<file path="config.mk">
export PLATFORM = sky130hd
export DESIGN_NAME = branch_resolve_unit
export DESIGN_NICKNAME = d
export VERILOG_FILES = /design/src/rtl/bru_pkg.sv /design/src/rtl/branch_cond_cmp.sv /design/src/rtl/branch_resolve_unit.sv
export SDC_FILE = /design/constraint.sdc
export NUM_CORES = 1
export LEC_CHECK = 0
export ABC_AREA = 1
export BUFFER_PORTS_ARGS = -buffer_cell sky130_fd_sc_hd__clkbuf_2
export CORE_UTILIZATION = 50
export CTS_BUF_LIST = sky130_fd_sc_hd__clkbuf_16
export CTS_CLUSTER_DIAMETER = 120
export CTS_CLUSTER_SIZE = 40
export DETAILED_ROUTE_END_ITERATION = 8
export HOLD_SLACK_MARGIN = 0.02
export PLACE_DENSITY_LB_ADDON = 0.08
export SYNTH_ARGS = -nofsm -noshare
export SYNTH_HDL_FRONTEND = slang
export SYNTH_SLANG_ARGS = --single-unit
</file>
<file path="constraint.sdc">
create_clock -name CLK -period 3.7 [get_ports CLK]
set_input_delay 0.185 -clock CLK [delete_from_list [all_inputs] [get_ports CLK]]
set_output_delay 0.185 -clock CLK [all_outputs]
set_load 0.02 [all_outputs]
</file>
<file path="src/rtl/bru_pkg.sv">
// rtl/bru_pkg.sv - shared opcode encodings and decode helper for the branch resolve unit
//
// Contents:
//   OP_JAL .. OP_BGEU : 4-bit branch/jump opcode encodings
//   is_valid_op()     : true for any opcode the unit resolves (top bit set)
package bru_pkg;

  localparam logic [3:0] OP_JAL  = 4'b1000;
  localparam logic [3:0] OP_JALR = 4'b1001;
  localparam logic [3:0] OP_BEQ  = 4'b1010;
  localparam logic [3:0] OP_BNE  = 4'b1011;
  localparam logic [3:0] OP_BLT  = 4'b1100;
  localparam logic [3:0] OP_BGE  = 4'b1101;
  localparam logic [3:0] OP_BLTU = 4'b1110;
  localparam logic [3:0] OP_BGEU = 4'b1111;

  // All eight defined opcodes occupy 4'b1xxx.
  function automatic logic is_valid_op(input logic [3:0] op);
    return op[3];
  endfunction

endpackage

</file>
<file path="src/rtl/branch_cond_cmp.sv">
// rtl/branch_cond_cmp.sv - combinational branch condition evaluator
//
// Ports:
//   op   in  4     branch opcode
//   a    in  XLEN  rs1 operand
//   b    in  XLEN  rs2 operand
//   cond out 1     comparison result for conditional branches (0 for jumps and unknown ops)
module branch_cond_cmp
  import bru_pkg::*;
#(
  parameter int XLEN = 32
) (
  input  logic [3:0]      op,
  input  logic [XLEN-1:0] a,
  input  logic [XLEN-1:0] b,
  output logic            cond
);

  logic eq;
  logic lt_s;
  logic lt_u;

  assign eq   = (a == b);
  assign lt_s = ($signed(a) < $signed(b));
  assign lt_u = (a < b);

  always_comb begin
    cond = 1'b0;
    case (op)
      OP_BEQ:  cond = eq;
      OP_BNE:  cond = !eq;
      OP_BLT:  cond = lt_s;
      OP_BGE:  cond = !lt_s;
      OP_BLTU: cond = lt_u;
      OP_BGEU: cond = !lt_u;
      default: cond = 1'b0;
    endcase
  end

endmodule

</file>
<file path="src/rtl/branch_resolve_unit.sv">
// rtl/branch_resolve_unit.sv - registered branch/jump resolution stage with valid/ready handshake
//
// Optional feature macro: BRU_PERF_CNT_EN (resolved-branch and mispredict counters).
//
// Ports:
//   CLK, RSTn            clock, synchronous active-low reset
//   in_valid/in_ready    request handshake; in_ready = !out_valid || out_ready
//   in_op, in_a, in_b    opcode and operands
//   in_pc, in_imm        branch PC and sign-extended offset
//   in_pred_*            fetch-stage prediction (direction, target)
//   flush                drops the held result and any same-cycle request
//   out_valid/out_ready  result handshake
//   out_taken            resolved direction
//   out_target           resolved next PC
//   out_link             in_pc + 4
//   out_mispredict       prediction disagreed with resolution
//   perf_branches        resolved valid-op count (0 without BRU_PERF_CNT_EN)
//   perf_mispredicts     mispredict count (0 without BRU_PERF_CNT_EN)
module branch_resolve_unit
  import bru_pkg::*;
#(
  parameter int XLEN  = 32,
  parameter int OP_W  = 4,
  parameter int CNT_W = 32
) (
  input  logic             CLK,
  input  logic             RSTn,
  input  logic             in_valid,
  output logic             in_ready,
  input  logic [OP_W-1:0]  in_op,
  input  logic [XLEN-1:0]  in_a,
  input  logic [XLEN-1:0]  in_b,
  input  logic [XLEN-1:0]  in_pc,
  input  logic [XLEN-1:0]  in_imm,
  input  logic             in_pred_taken,
  input  logic [XLEN-1:0]  in_pred_target,
  input  logic             flush,
  output logic             out_valid,
  input  logic             out_ready,
  output logic             out_taken,
  output logic [XLEN-1:0]  out_target,
  output logic [XLEN-1:0]  out_link,
  output logic             out_mispredict,
  output logic [CNT_W-1:0] perf_branches,
  output logic [CNT_W-1:0] perf_mispredicts
);

  // ---------------- resolution (combinational on in_*) ----------------
  logic [3:0]      op4;
  logic            op_valid;
  logic            is_jal;
  logic            is_jalr;
  logic            cond;
  logic            res_taken;
  logic [XLEN-1:0] pc_plus_imm;
  logic [XLEN-1:0] pc_plus_4;
  logic [XLEN-1:0] jalr_target;
  logic [XLEN-1:0] res_target;
  logic            res_mispredict;

  assign op4 = in_op[3:0];
  // Opcodes wider than 4 bits must have zero upper bits to be recognised.
  assign op_valid = ((in_op >> 4) == '0) && is_valid_op(op4);
  assign is_jal   = op_valid && (op4 == OP_JAL);
  assign is_jalr  = op_valid && (op4 == OP_JALR);

  branch_cond_cmp #(.XLEN(XLEN)) u_cmp (
    .op   (op4),
    .a    (in_a),
    .b    (in_b),
    .cond (cond)
  );

  assign pc_plus_imm = in_pc + in_imm;
  assign pc_plus_4   = in_pc + XLEN'(4);
  assign jalr_target = (in_a + in_imm) & {{(XLEN-1){1'b1}}, 1'b0};

  always_comb begin
    res_taken      = 1'b0;
    res_target     = pc_plus_4;
    res_mispredict = 1'b0;
    if (op_valid) begin
      res_taken = is_jal || is_jalr || cond;
      if (is_jalr)
        res_target = jalr_target;
      else if (res_taken)
        res_target = pc_plus_imm;
      // Unknown opcodes never report a mispredict.
      res_mispredict = (res_taken != in_pred_taken) ||
                       (res_taken && (in_pred_target != res_target));
    end
  end

  // ---------------- handshake and output register ----------------
  logic            valid_q, valid_d;
  logic            taken_q, taken_d;
  logic [XLEN-1:0] target_q, target_d;
  logic [XLEN-1:0] link_q, link_d;
  logic            mis_q, mis_d;
  logic            opv_q, opv_d;
  logic            accept;
  logic            out_hs;

  assign in_ready = !valid_q || out_ready;
  assign accept   = in_valid && in_ready && !flush;
  assign out_hs   = valid_q && out_ready && !flush;

  always_comb begin
    valid_d  = valid_q;
    taken_d  = taken_q;
    target_d = target_q;
    link_d   = link_q;
    mis_d    = mis_q;
    opv_d    = opv_q;
    if (flush) begin
      valid_d = 1'b0;
    end else if (accept) begin
      valid_d  = 1'b1;
      taken_d  = res_taken;
      target_d = res_target;
      link_d   = pc_plus_4;
      mis_d    = res_mispredict;
      opv_d    = op_valid;
    end else if (out_ready) begin
      valid_d = 1'b0;
    end
  end

  always_ff @(posedge CLK) begin
    if (!RSTn) begin
      valid_q  <= 1'b0;
      taken_q  <= 1'b0;
      target_q <= '0;
      link_q   <= '0;
      mis_q    <= 1'b0;
      opv_q    <= 1'b0;
    end else begin
      valid_q  <= valid_d;
      taken_q  <= taken_d;
      target_q <= target_d;
      link_q   <= link_d;
      mis_q    <= mis_d;
      opv_q    <= opv_d;
    end
  end

  assign out_valid      = valid_q;
  assign out_taken      = taken_q;
  assign out_target     = target_q;
  assign out_link       = link_q;
  assign out_mispredict = mis_q;

  // ---------------- performance counters ----------------
`ifdef BRU_PERF_CNT_EN
  logic [CNT_W-1:0] br_cnt_q, br_cnt_d;
  logic [CNT_W-1:0] mp_cnt_q, mp_cnt_d;

  always_comb begin
    br_cnt_d = br_cnt_q;
    mp_cnt_d = mp_cnt_q;
    if (out_hs && opv_q) begin
      br_cnt_d = br_cnt_q + CNT_W'(1);
      if (mis_q)
        mp_cnt_d = mp_cnt_q + CNT_W'(1);
    end
  end

  always_ff @(posedge CLK) begin
    if (!RSTn) begin
      br_cnt_q <= '0;
      mp_cnt_q <= '0;
    end else begin
      br_cnt_q <= br_cnt_d;
      mp_cnt_q <= mp_cnt_d;
    end
  end

  assign perf_branches    = br_cnt_q;
  assign perf_mispredicts = mp_cnt_q;
`else
  logic unused_hs;
  assign unused_hs        = out_hs ^ opv_q;
  assign perf_branches    = '0;
  assign perf_mispredicts = '0;
`endif

endmodule
</file>
* Yosys cells after proc, flatten, opt, wreduce, memory -nomap -nowiden *
Index checks and enable logic that the tools add are counted.

word-level totals
  ROM bits = 0
  bits in writable memories = 0
  memories = 0
  bits in registers = 67
  latch bits = 0

cells by class
  $add $sub $neg = 3
  equality and inequality tests = 11
  reductions and logical operators = 17
  $mul = 0
  shift operators = 0
  bitwise operators = 2
  multiplexer cells = 9
  div/mod/pow operators = 0
  magnitude comparators = 2

operators with widths
  cell                                                             number
  32-bit 2-to-1 mux                                                4
  32-bit adder                                                     2
  32-bit less-than comparator                                      2
  32-bit by 3-bit adder with 32-bit output, second input constant  1
  32-bit == test                                                   1
  4-bit == test, second input constant                             8
  32-bit inequality test                                           1
  1-bit one-hot mux with 6 select lines                            1
  1-bit logical AND                                                5
  1-bit zero test                                                  5
  1-bit logical OR                                                 4
  1-bit 2-to-1 mux                                                 4
  1-bit NOT                                                        2
  2-bit AND reduction                                              1
  2-bit nonzero test                                               1
  2-bit OR reduction                                               1
  1-bit inequality test                                            1

* Logic depth before layout (Yosys ltp) *
Gate-level depths: netlist of the first run.

  depth in word-level cells = 11
  mapped depth = 32

* Hierarchy *
Synthesis of the first run repeated with hierarchy kept, for this count alone.

unflattened totals
  cell total of the unflattened synthesis = 2007
  area, all modules = 10811.6 um^2

by module, submodules not included
  module               cells each  times used  area each (um^2)
  branch_resolve_unit  1835        1           9795.6
  branch_cond_cmp      172         1           1016.0

* Least setup slack after synthesis of the first run *
No wires, ideal clock.

  path kind = input port to flip-flop
  start = input in_pc[0]
  end = register mis_q (netlist: out_mispredict)
  path slack = 1.051 ns
  data arrival time = 2.517 ns
  data required time = 3.568 ns
  library setup time = 0.132 ns
  path buffers = 0
  stages on the path = 21
  cell sequence = ha_1 -> fa_1 -> nand3_1 -> nand3_1 -> nand3_1 -> nand2_1 -> a21boi_0 -> o21ai_0 -> xor2_1 -> nand3b_2 -> nand3_2 -> nand3_1 -> nand2_1 -> nor2_1 -> nand2_1 -> nor2_1 -> nand2_1 -> nor2_1 -> nand2_1 -> nand2_1 -> a21oi_1

on the way
  word-level cells in the longest chain between the ends = 8
  elaborated cells between the ends (all ways) = 9

RTL lines
  element                                                                          line                                                  text
  start, declared                                                                  branch_resolve_unit.sv:33                             input logic [XLEN-1:0] in_pc,
  32-bit by 3-bit adder with 32-bit output / 32-bit adder (equally long branches)  branch_resolve_unit.sv:75, branch_resolve_unit.sv:74
  32-bit 2-to-1 mux (*)                                                            branch_resolve_unit.sv:86                             else if (res_taken)
  32-bit 2-to-1 mux (*)                                                            branch_resolve_unit.sv:84                             if (is_jalr)
  32-bit 2-to-1 mux (*)                                                            branch_resolve_unit.sv:82                             if (op_valid) begin
  32-bit inequality test (*)                                                       branch_resolve_unit.sv:90                             (res_taken && (in_pred_target != res_target));
  1-bit logical AND (*)                                                            branch_resolve_unit.sv:90
  1-bit logical OR (*)                                                             branch_resolve_unit.sv:89                             res_mispredict = (res_taken != in_pred_taken) ||
  1-bit 2-to-1 mux (*)                                                             branch_resolve_unit.sv:82
  end signal, assigned                                                             branch_resolve_unit.sv:142                            mis_q <= mis_d;
  end, declared                                                                    branch_resolve_unit.sv:99                             logic mis_q, mis_d;

Every way passes the cells marked *; elsewhere a longest branch is shown, timed or not. The select of a mux whose other input is x is not followed.
A chain may end at the register's enable or synchronous reset.

* Final worst setup path of the first run *
  start = input in_imm[0]
  end = register mis_q (netlist: out_mispredict)

on the way
  word-level cells in the longest chain between the ends = 8
  elaborated cells between the ends (all ways) = 9

RTL lines
  element                     line                       text
  start, declared             branch_resolve_unit.sv:34  input logic [XLEN-1:0] in_imm,
  32-bit adder                branch_resolve_unit.sv:74  assign pc_plus_imm = in_pc + in_imm;
  32-bit 2-to-1 mux           branch_resolve_unit.sv:86
  32-bit 2-to-1 mux (*)       branch_resolve_unit.sv:84
  32-bit 2-to-1 mux (*)       branch_resolve_unit.sv:82
  32-bit inequality test (*)  branch_resolve_unit.sv:90
  1-bit logical AND (*)       branch_resolve_unit.sv:90
  1-bit logical OR (*)        branch_resolve_unit.sv:89
  1-bit 2-to-1 mux (*)        branch_resolve_unit.sv:82

Marked as above.

==> qor_table.md, run 1 <==
| Stage | Result | Reported |
|:---|:---|:---|
| status | Run status | finished, violations left |
| status | Violated checks | DRC |
| global route | First-pass GRT wire length | 47.74 mm |
| clocking | # hold bufs at CTS | 0 |
| setup path | Critical Path Sink Type | register |
| setup path | Reg-to-reg endpoint | out_link[31] |
| yosys | Top cells by area, synth | sky130_fd_sc_hd__nand2_1 (15%), sky130_fd_sc_hd__dfxtp_1 (14%), sky130_fd_sc_hd__ha_1 (13%) |
| power | Peak supply drop | 0.1501 mV |
| setup path | Worst reg-to-reg path cell count | 6 |
| clocking | Clock-pin slew on the worst setup and hold paths | 50 ps |
| clocking | Post-CTS sizing | 0 |
| setup path | Endpoint required time on the critical path | 3890 ps |
| floorplanning | Initial Util | 51.32% |
| floorplanning | Full die area | 0.01911 mm² |
| placed design | Placer congestion estimate | 0.9301 |
| timing | Final critical delay including setup and external delays | 3127 ps |
| clocking | Max clock buf depth | 2 |
| floorplanning | Standard-cell row count | 49 |
| timing | Fraction of the cycle the final worst path needs | 84.52% |
| clocking | Clock tree from TritonCTS | yes |
| routing | Antenna-violating nets left | 0 |
| global route | Remaining Overflow, GRT | 0 |
| placed design | Total of buffers placed on input and output ports | 237 |
| yosys | Total standard cell area after synthesis | 0.009281 mm² |
| clocking | Sink Count | 67 |
| yosys | Number of flops mapped to enable cells by yosys | 0 |
| clocking | Source-to-sink clock delay at the later pin of the worst-skew pair | 320 ps |
| timing | Worst slew margin relative to its limit | 23.35% |
| clocking | Htree depth | 3 |
| yosys | Most frequent cells after synthesis | sky130_fd_sc_hd__nand2_1 (367), sky130_fd_sc_hd__inv_1 (189), sky130_fd_sc_hd__a21oi_1 (158) |
| yosys | Number of library cell types mapped by synthesis | 45 |
| global route | Initial antenna violation count | 0 |
| timing | Setup TNS | 0 ps |
| setup path | Worst setup path startpoint | in_imm[0] |
| finish | Post-Layout Cell Count | 1,994 |
| setup path | Critical R2R Launch | out_valid |
| min path | Type of the most critical hold path | in -> reg |
| timing | Hold Violations, Final | 0 |
| yosys | Simple-gate area share of the yosys netlist | 34.96% |
| yosys | Fraction of the mapped netlist area in adder cells | 13.10% |
| timing | Unrepaired setup endpoints after global routing | false |
| finish | Layout-stage area growth over the synthesis result | 14.64% |
| placed design | Dpl hpwl | 25.51 mm |
| routing | Detailed-route via count | 10,570 |
| routing | 1st-pass router iterations | 9 |
| yosys | Top_reg_cell synth | sky130_fd_sc_hd__dfxtp_1 |
| setup path | Kind of launch point of the worst setup path | input pin |
| yosys | Synthesized netlist cell count | 1,544 |
| job | Number of maximum-capacitance violations | 0 |
| finish | Layout cells sized above 1 | 16.66% |
| finish | Nets@finish | 2,027 |
| yosys | Synth Area in XOR/XNOR | 5.568% |
| yosys | Compound-Gate Fraction of Synth Area | 16.97% |
| global route | Vias in the first global route | 9,449 |
| clocking | Clk Tree Root Cell | sky130_fd_sc_hd__clkbuf_16 |
| finish | Fill cell instance count of the final layout | 1,887 |
| routing | DR vias/cell | 5.301 |
| setup path | Register-to-register setup slack | 1610 ps |
| timing | Max Clock Freq | 0.3198 GHz |
| yosys | Fraction of synthesized area in multiplexers | 0% |
| timing | Clock skew | 4.634 ps |
| setup path | Classification of the worst setup path | in -> reg |
| timing | Finish-stage setup viols | 0 |
| power | Power per unit of standard cell area | 274.7 mW/mm² |
| routing | Drt initial violations | 894 |
| setup path | Capture point of the worst path | out_mispredict |
| global route | Aggregate global-route resource usage | 31.29% |
| timing | Worst Max-Slew Pin Slew | 1143 ps |
| yosys | Main combinational cell family by area after synthesis | simple AND/OR/NAND/NOR gates |
| floorplanning | Vertical die dimension | 138.2 µm |
| yosys | Share of Yosys cell area claimed by the top area cell type | 14.84% |
| global route | Maximum number of pins on one net before global-route repair | 90 |
| power | Leakage | 5.921 nW |
| yosys | Proportion of register bits with asynchronous set or reset after synthesis | 0% |
| yosys | Leading cell type by number of instances after synthesis | sky130_fd_sc_hd__nand2_1 |
| placed design | Placed cell count | 1,979 |
| yosys | Post-synthesis area per instance | 6.011 µm² |
| finish | Number of inserted diodes | 0 |
| yosys | Sequential fraction of the synthesis area | 14.45% |
| yosys | Cell taking the most area after synthesis | sky130_fd_sc_hd__nand2_1 |
| routing | Final routed DRC violation total | 47 |
| setup path | Arrival @ worst endpoint | 3320 ps |
| yosys | Yosys Warn Count | 0 |
| clocking | Post-CTS Setup Bufs | 0 |
| routing | Final routed wire length divided by cell count | 15.13 µm |
| routing | Total routed wirelength | 30.17 mm |
| floorplanning | Core outline area | 0.01809 mm² |
| clocking | TritonCTS Buffers | 9 |
| floorplanning | Io pins | 302 |
| floorplanning | Width of the die | 138.2 µm |
| yosys | #FFs+latches synth | 67 |
| setup path | Critical-path maximum fanout | 4 |
| timing | Max-slew violation count | 0 |
## power by group
part / internal, mW / switching (mW) / total [mW]
Clock: 0.438 / 0.287 / 0.725
Sequential: 0.770 / 0.0255 / 0.795
Combinational: 0.478 / 0.925 / 1.40
## layout by cell type (no fill, tap or decap), types with 3 or more instances in the layout
cell type,n
sky130_fd_sc_hd__buf_4,7
sky130_fd_sc_hd__or2_2,7
sky130_fd_sc_hd__a31oi_1,6
sky130_fd_sc_hd__nand3_2,12
sky130_fd_sc_hd__o211ai_1,10
sky130_fd_sc_hd__nor2_1,126
sky130_fd_sc_hd__nand2_1,367
sky130_fd_sc_hd__nand4_1,14
sky130_fd_sc_hd__nor3_1,18
sky130_fd_sc_hd__o21ai_1,4
sky130_fd_sc_hd__o21a_1,5
sky130_fd_sc_hd__inv_1,191
sky130_fd_sc_hd__o21bai_1,3
sky130_fd_sc_hd__a21o_1,8
sky130_fd_sc_hd__clkbuf_16,9
sky130_fd_sc_hd__nand3_1,142
sky130_fd_sc_hd__clkinv_1,3
sky130_fd_sc_hd__a21boi_0,4
sky130_fd_sc_hd__clkinv_2,3
sky130_fd_sc_hd__ha_1,94
sky130_fd_sc_hd__nor2_2,7
sky130_fd_sc_hd__dfxtp_1,67
sky130_fd_sc_hd__o21ai_0,92
sky130_fd_sc_hd__xnor2_1,16
sky130_fd_sc_hd__nand3b_1,22
sky130_fd_sc_hd__clkbuf_2,237
sky130_fd_sc_hd__a21oi_1,158
sky130_fd_sc_hd__conb_1,64
sky130_fd_sc_hd__xor2_1,43
sky130_fd_sc_hd__nor4_1,5
## critical path: stages
cell and delay, ps:
sky130_fd_sc_hd__clkbuf_2 110, sky130_fd_sc_hd__nand2_1 90, sky130_fd_sc_hd__inv_1 60, sky130_fd_sc_hd__fa_1 410, sky130_fd_sc_hd__nand2_1 100, sky130_fd_sc_hd__nand2_1 50, sky130_fd_sc_hd__o21ai_0 160, sky130_fd_sc_hd__inv_1 150
sky130_fd_sc_hd__nand4_1 100, sky130_fd_sc_hd__nand3_1 150, sky130_fd_sc_hd__nand2_1 90, sky130_fd_sc_hd__o211ai_1 120, sky130_fd_sc_hd__o21ai_0 580, sky130_fd_sc_hd__nand2_1 110, sky130_fd_sc_hd__nand2_1 80, sky130_fd_sc_hd__nand2_1 60
sky130_fd_sc_hd__nor2_1 100, sky130_fd_sc_hd__nand2_1 50, sky130_fd_sc_hd__nor2_1 180, sky130_fd_sc_hd__nand2_1 70, sky130_fd_sc_hd__nor2_1 110, sky130_fd_sc_hd__nand2_1 60, sky130_fd_sc_hd__nand2_1 60, sky130_fd_sc_hd__a21oi_1 60
## registers in the layout, indices dropped and copies added (netlist names)
name,flops
out_taken,1
out_valid,1
out_link,32
out_mispredict,1
out_target,32
## cell type report
class	count	area, µm²	area share, %
Sequential cell	67	1341	12.61
Clock buffer	9	225.2	2.117
Timing Repair Buffer	244	1239	11.64
Tap cell	229	286.5	2.693
Inverter	193	724.4	6.809
Multi-Input combinational cell	1246	6798	63.89
Clock inverter	6	26.28	0.2469
## how the worst min path moves through the flow
stage                     start         to  slack, ps  cells after the start
after global routing      flush  out_valid         70                      2
after CTS                 flush  out_valid         70                      2
after floorplan           flush  out_valid        260                      1
final                     flush  out_valid         70                      2
after global placement    flush  out_valid        400                      2
after detailed placement  flush  out_valid        400                      2
## per-stage QoR
| step | power [mW] | hold WS (ps) | util, % | setup WS [ps] | cell area (µm²) |
|---|---|---|---|---|---|
| final | 2.923 | 68.82 | 58.83 | 572.9 | 10640 |
| after global routing | 3.142 | 71.38 | 58.83 | 291.7 | 10640 |
| after CTS | 2.916 | 65.03 | 58.83 | 637.5 | 10640 |
| after detailed placement | 2.187 | 401.7 | 57.44 | 296.3 | 10390 |
| after global placement | 2.179 | 400.2 | 57.44 | 322.0 | 10390 |
| after floorplan | 1.822 | 263.5 | - | 1051 | 9518 |
## metal layers
| layer | part of all wire, % | GRT usage (%) | wire length [µm] | vias up |
|---|---|---|---|---|
| met5 | 0 | 0 | 0 | - |
| met4 | 1.1 | 6.505 | 341 | 0 |
| met3 | 7.9 | 3.014 | 2380 | 22 |
| met2 | 43 | 48.79 | 12940 | 459 |
| met1 | 48 | 46.44 | 14510 | 4685 |
| li1 | - | - | - | 5404 |
## cell families after synthesis
family,count (synthesis)
adder cells (fa/ha/maj),96
buffers and inverters,294
AO/OA/AOI/OAI,295
XOR/XNOR,59
flip-flops,67
AND/OR/NAND/NOR,732
other,1
Power figures use the tool's default switching activity.
==> run 2: changes to the inputs <==
==> constraint.sdc (replaced) <==
create_clock -name CLK -period 3.11 [get_ports CLK]
set_input_delay 0.1555 -clock CLK [delete_from_list [all_inputs] [get_ports CLK]]
set_output_delay 0.1555 -clock CLK [all_outputs]
set_load 0.02 [all_outputs]
==> run 2 against run 1 <==
Net effect:
- wire length increased by 1.4%
- the run still ends with DRC left
- global-route usage about the same
- sequential share of layout area decreased by 0.71 points
- clock power increased by 45%
- sequential cell count unchanged
- critical path depth increased by 1
- worst setup slack got worse by 350 ps
==> qor_table.md, run 2 (same netlist as run 1, synthesis figures left out) <==
| Stage | Result | Reported | Delta |
|:---|:---|:---|:---|
| placed design | Placed cell count | 2,034 | was 1,979 |
| floorplanning | Io pins | 302 | unchanged |
| min path | Type of the most critical hold path | in -> reg | unchanged |
| clocking | Htree depth | 3 | unchanged |
| timing | Post-route setup slack | 221.9 ps | was 572.9 ps |
| timing | Max Clock Freq | 0.3463 GHz |  |
| finish | Commonest non-fill, non-tap cell in the layout | sky130_fd_sc_hd__nand2_1 | unchanged |
| floorplanning | Width of the die | 138.2 µm | unchanged |
| setup path | Critical path's largest stage delay | 340 ps | was 580 ps |
| finish | Post-Layout Cell Count | 2,057 | was 1,994 |
| setup path | Arrival @ worst endpoint | 3040 ps | was 3320 ps |
| placed design | Total of buffers placed on input and output ports | 237 | unchanged |
| power | Leakage | 6.269 nW | was 5.921 nW |
| power | Power dissipated by switching net loads | 1.525 mW | was 1.238 mW |
| setup path | Dominant delay contributor by cell family on the critical path | simple AND/OR/NAND/NOR gates | unchanged |
| setup path | Critical-path maximum fanout | 11 | was 4 |
| power | Sum of internal, switching and leakage power | 3.801 mW | was 2.923 mW |
| global route | Vias in the first global route | 9,642 | was 9,449 |
| clocking | Max clock buf depth | 2 | unchanged |
| placed design | Placer congestion estimate | 0.9212 | was 0.9301 |
| clocking | Sink Count | 67 | unchanged |
| setup path | Kind of launch point of the worst setup path | input pin | unchanged |
| routing | Antenna-violating nets left | 0 | unchanged |
| timing | Worst Max-Slew Pin Slew | 1224 ps | was 1143 ps |
| finish | Layout cells sized above 1 | 20.19% | was 16.66% |
| placed design | Placement Cell Area | 0.01083 mm² | was 0.01039 mm² |
| timing | Fraction of the cycle the final worst path needs | 92.86% |  |
| finish | Number of inserted diodes | 0 | unchanged |
| finish | Top library cells by usage in the layout, fill and taps aside | sky130_fd_sc_hd__nand2_1 (366), sky130_fd_sc_hd__clkbuf_2 (237), sky130_fd_sc_hd__inv_1 (191) | was sky130_fd_sc_hd__nand2_1 (367), sky130_fd_sc_hd__clkbuf_2 (237), sky130_fd_sc_hd__inv_1 (191) |
| power | Peak supply drop | 0.2468 mV | was 0.1501 mV |
| power | Share of power burned in registers | 24.8% | was 27.2% |
| clocking | Clk Tree Root Cell | sky130_fd_sc_hd__clkbuf_16 | unchanged |
| floorplanning | Vertical die dimension | 138.2 µm | unchanged |
| finish | Layout-stage area growth over the synthesis result | 21.52% | was 14.64% |
| routing | Final routed wire length divided by cell count | 14.87 µm | was 15.13 µm |
| placed design | Setup Slack @ Placement | -172.0 ps | was 296.3 ps |
| routing | 1st-pass router iterations | 9 | unchanged |
| routing | Total routed wirelength | 30.59 mm | was 30.17 mm |
| setup path | Critical Path Sink Type | register | unchanged |
| status | Run status | finished, violations left | unchanged |
| finish | Fill cell instance count of the final layout | 1,833 | was 1,887 |
| floorplanning | Full die area | 0.01911 mm² | unchanged |
| setup path | Slowest cell on the critical path | sky130_fd_sc_hd__ha_1 | was sky130_fd_sc_hd__o21ai_0 |
| placed design | Dpl hpwl | 25.91 mm | was 25.51 mm |
| global route | Remaining Overflow, GRT | 0 | unchanged |
| setup path | Classification of the worst setup path | in -> reg | unchanged |
| routing | Drt initial violations | 974 | was 894 |
| floorplanning | Initial Util | 51.32% | unchanged |
| clocking | Clock-pin slew on the worst setup and hold paths | 50 ps | about the same |
| power | Net switching fraction of the power | 40.11% | was 42.34% |
| global route | First-pass GRT wire length | 48.07 mm | was 47.74 mm |
| global route | Initial antenna violation count | 0 | unchanged |
| finish | Final cell utilization of the core | 62.36% | was 58.83% |
| finish | Nets@finish | 2,089 | was 2,027 |
| power | Comb pwr share | 47.6% | was 48.0% |
| clocking | Clock tree from TritonCTS | yes | unchanged |
| floorplanning | Core outline area | 0.01809 mm² | unchanged |
| status | Violated checks | DRC | unchanged |
| timing | Clock skew | 3.302 ps | was 4.634 ps |
| global route | Maximum number of pins on one net before global-route repair | 91 | was 90 |
| power | Clock group share of total power | 27.6% | was 24.8% |
| finish | Summed area of non-filler cells in the final layout | 0.01128 mm² | was 0.01064 mm² |
| floorplanning | Standard-cell row count | 49 | unchanged |
| timing | Finish-stage setup viols | 0 | unchanged |
| clocking | TritonCTS Buffers | 9 | unchanged |
| timing | Final critical delay including setup and external delays | 2888 ps |  |
| routing | DR vias/cell | 5.263 | was 5.301 |
| routing | Detailed-route via count | 10,830 | was 10,570 |
| timing | Max-slew violation count | 0 | unchanged |
| timing | Worst slew margin relative to its limit | 18.31% | was 23.35% |
| global route | Aggregate global-route resource usage | 31.28% | was 31.29% |
| setup path | Buf+Inv Stages, Crit Path | 3 | unchanged |
| setup path | Endpoint required time on the critical path | 3260 ps | was 3890 ps |
| routing | Final routed DRC violation total | 48 | was 47 |
| setup path | Dominant cell type by count on the critical path | sky130_fd_sc_hd__nand2_1 | unchanged |
| power | Power per unit of standard cell area | 337.0 mW/mm² | was 274.7 mW/mm² |
| clocking | Source-to-sink clock delay at the later pin of the worst-skew pair | 320 ps | about the same |
| timing | Hold Violations, Final | 0 | unchanged |
| power | Internal Power | 2.276 mW | was 1.685 mW |
| job | Number of maximum-capacitance violations | 0 | unchanged |
run 2: changes by cell type in the layout (fill, tap and decap cells not counted), sizes merged:
cell,previous run,this run
nand2,370,371
buf,7,68
bufinv,0,2
clkinv,6,5
run 2: path summary, 6_finish.rpt:
check | start | end | slack (ps) | depth (start not counted)
setup / recovery | in_a[31] | out_mispredict | 220 | 25
hold / removal | flush | out_valid | 40 | 2
setup reg to reg | out_valid | out_target[0] | 1370 | 8
hold reg to reg | out_target[27] | out_target[27] | 460 | 2
run 2: cell type report:
| type | instances | area, µm² | area share (%) |
|---|---|---|---|
| Inverter | 193 | 724.4 | 6.423 |
| Clock buffer | 9 | 225.2 | 1.997 |
| Sequential cell | 67 | 1341 | 11.89 |
| Timing Repair Buffer | 305 | 1747 | 15.49 |
| Clock inverter | 7 | 85.08 | 0.7544 |
| Multi-Input combinational cell | 1247 | 6869 | 60.91 |
| Tap cell | 229 | 286.5 | 2.540 |
run 2: per-stage QoR:
stage | TNS, ps | hold slack, ps
final | 0 | 38.25
after global routing | -24.64 | 47.88
after CTS | 0 | 39.43
after detailed placement | -172.0 | 375.4
after global placement | -129.6 | 378.2
after floorplan | 0 | 234.0
run 2: worst reg2reg max path, cell delays in order, from the launching register on:
cell,delay (ps)
sky130_fd_sc_hd__dfxtp_1,300
sky130_fd_sc_hd__inv_1,40
sky130_fd_sc_hd__nor2_1,50
sky130_fd_sc_hd__nor3_2,180
sky130_fd_sc_hd__buf_12,350
sky130_fd_sc_hd__clkinv_1,130
sky130_fd_sc_hd__buf_4,280
sky130_fd_sc_hd__a21oi_1,200
sky130_fd_sc_hd__nor2_1,50
run 2: power by group through the flow:
stage / clock [mW] / combinational [mW] / sequential [mW]
2_1_floorplan: 0 / 1.14 / 1.03
3_3_place_gp: 0 / 1.73 / 0.962
3_5_place_dp: 0 / 1.74 / 0.962
4_1_cts: 1.06 / 1.75 / 0.944
5_1_grt: 1.09 / 2.01 / 0.951
6_report: 1.05 / 1.81 / 0.945
run 2: metal layers:
layer,global-route usage (%),vias up,share of wire [%]
met5,0,-,0
met4,5.559,0,0.90
met3,2.736,24,7.8
met2,50.59,468,44
met1,45.48,4793,47
li1,-,5540,-
run 2: what timing repair did:
item,CTS,global route
hold buffers,0,0
gates resized for setup,0,21
setup buffers,0,6
setup endpoints to repair,0,1
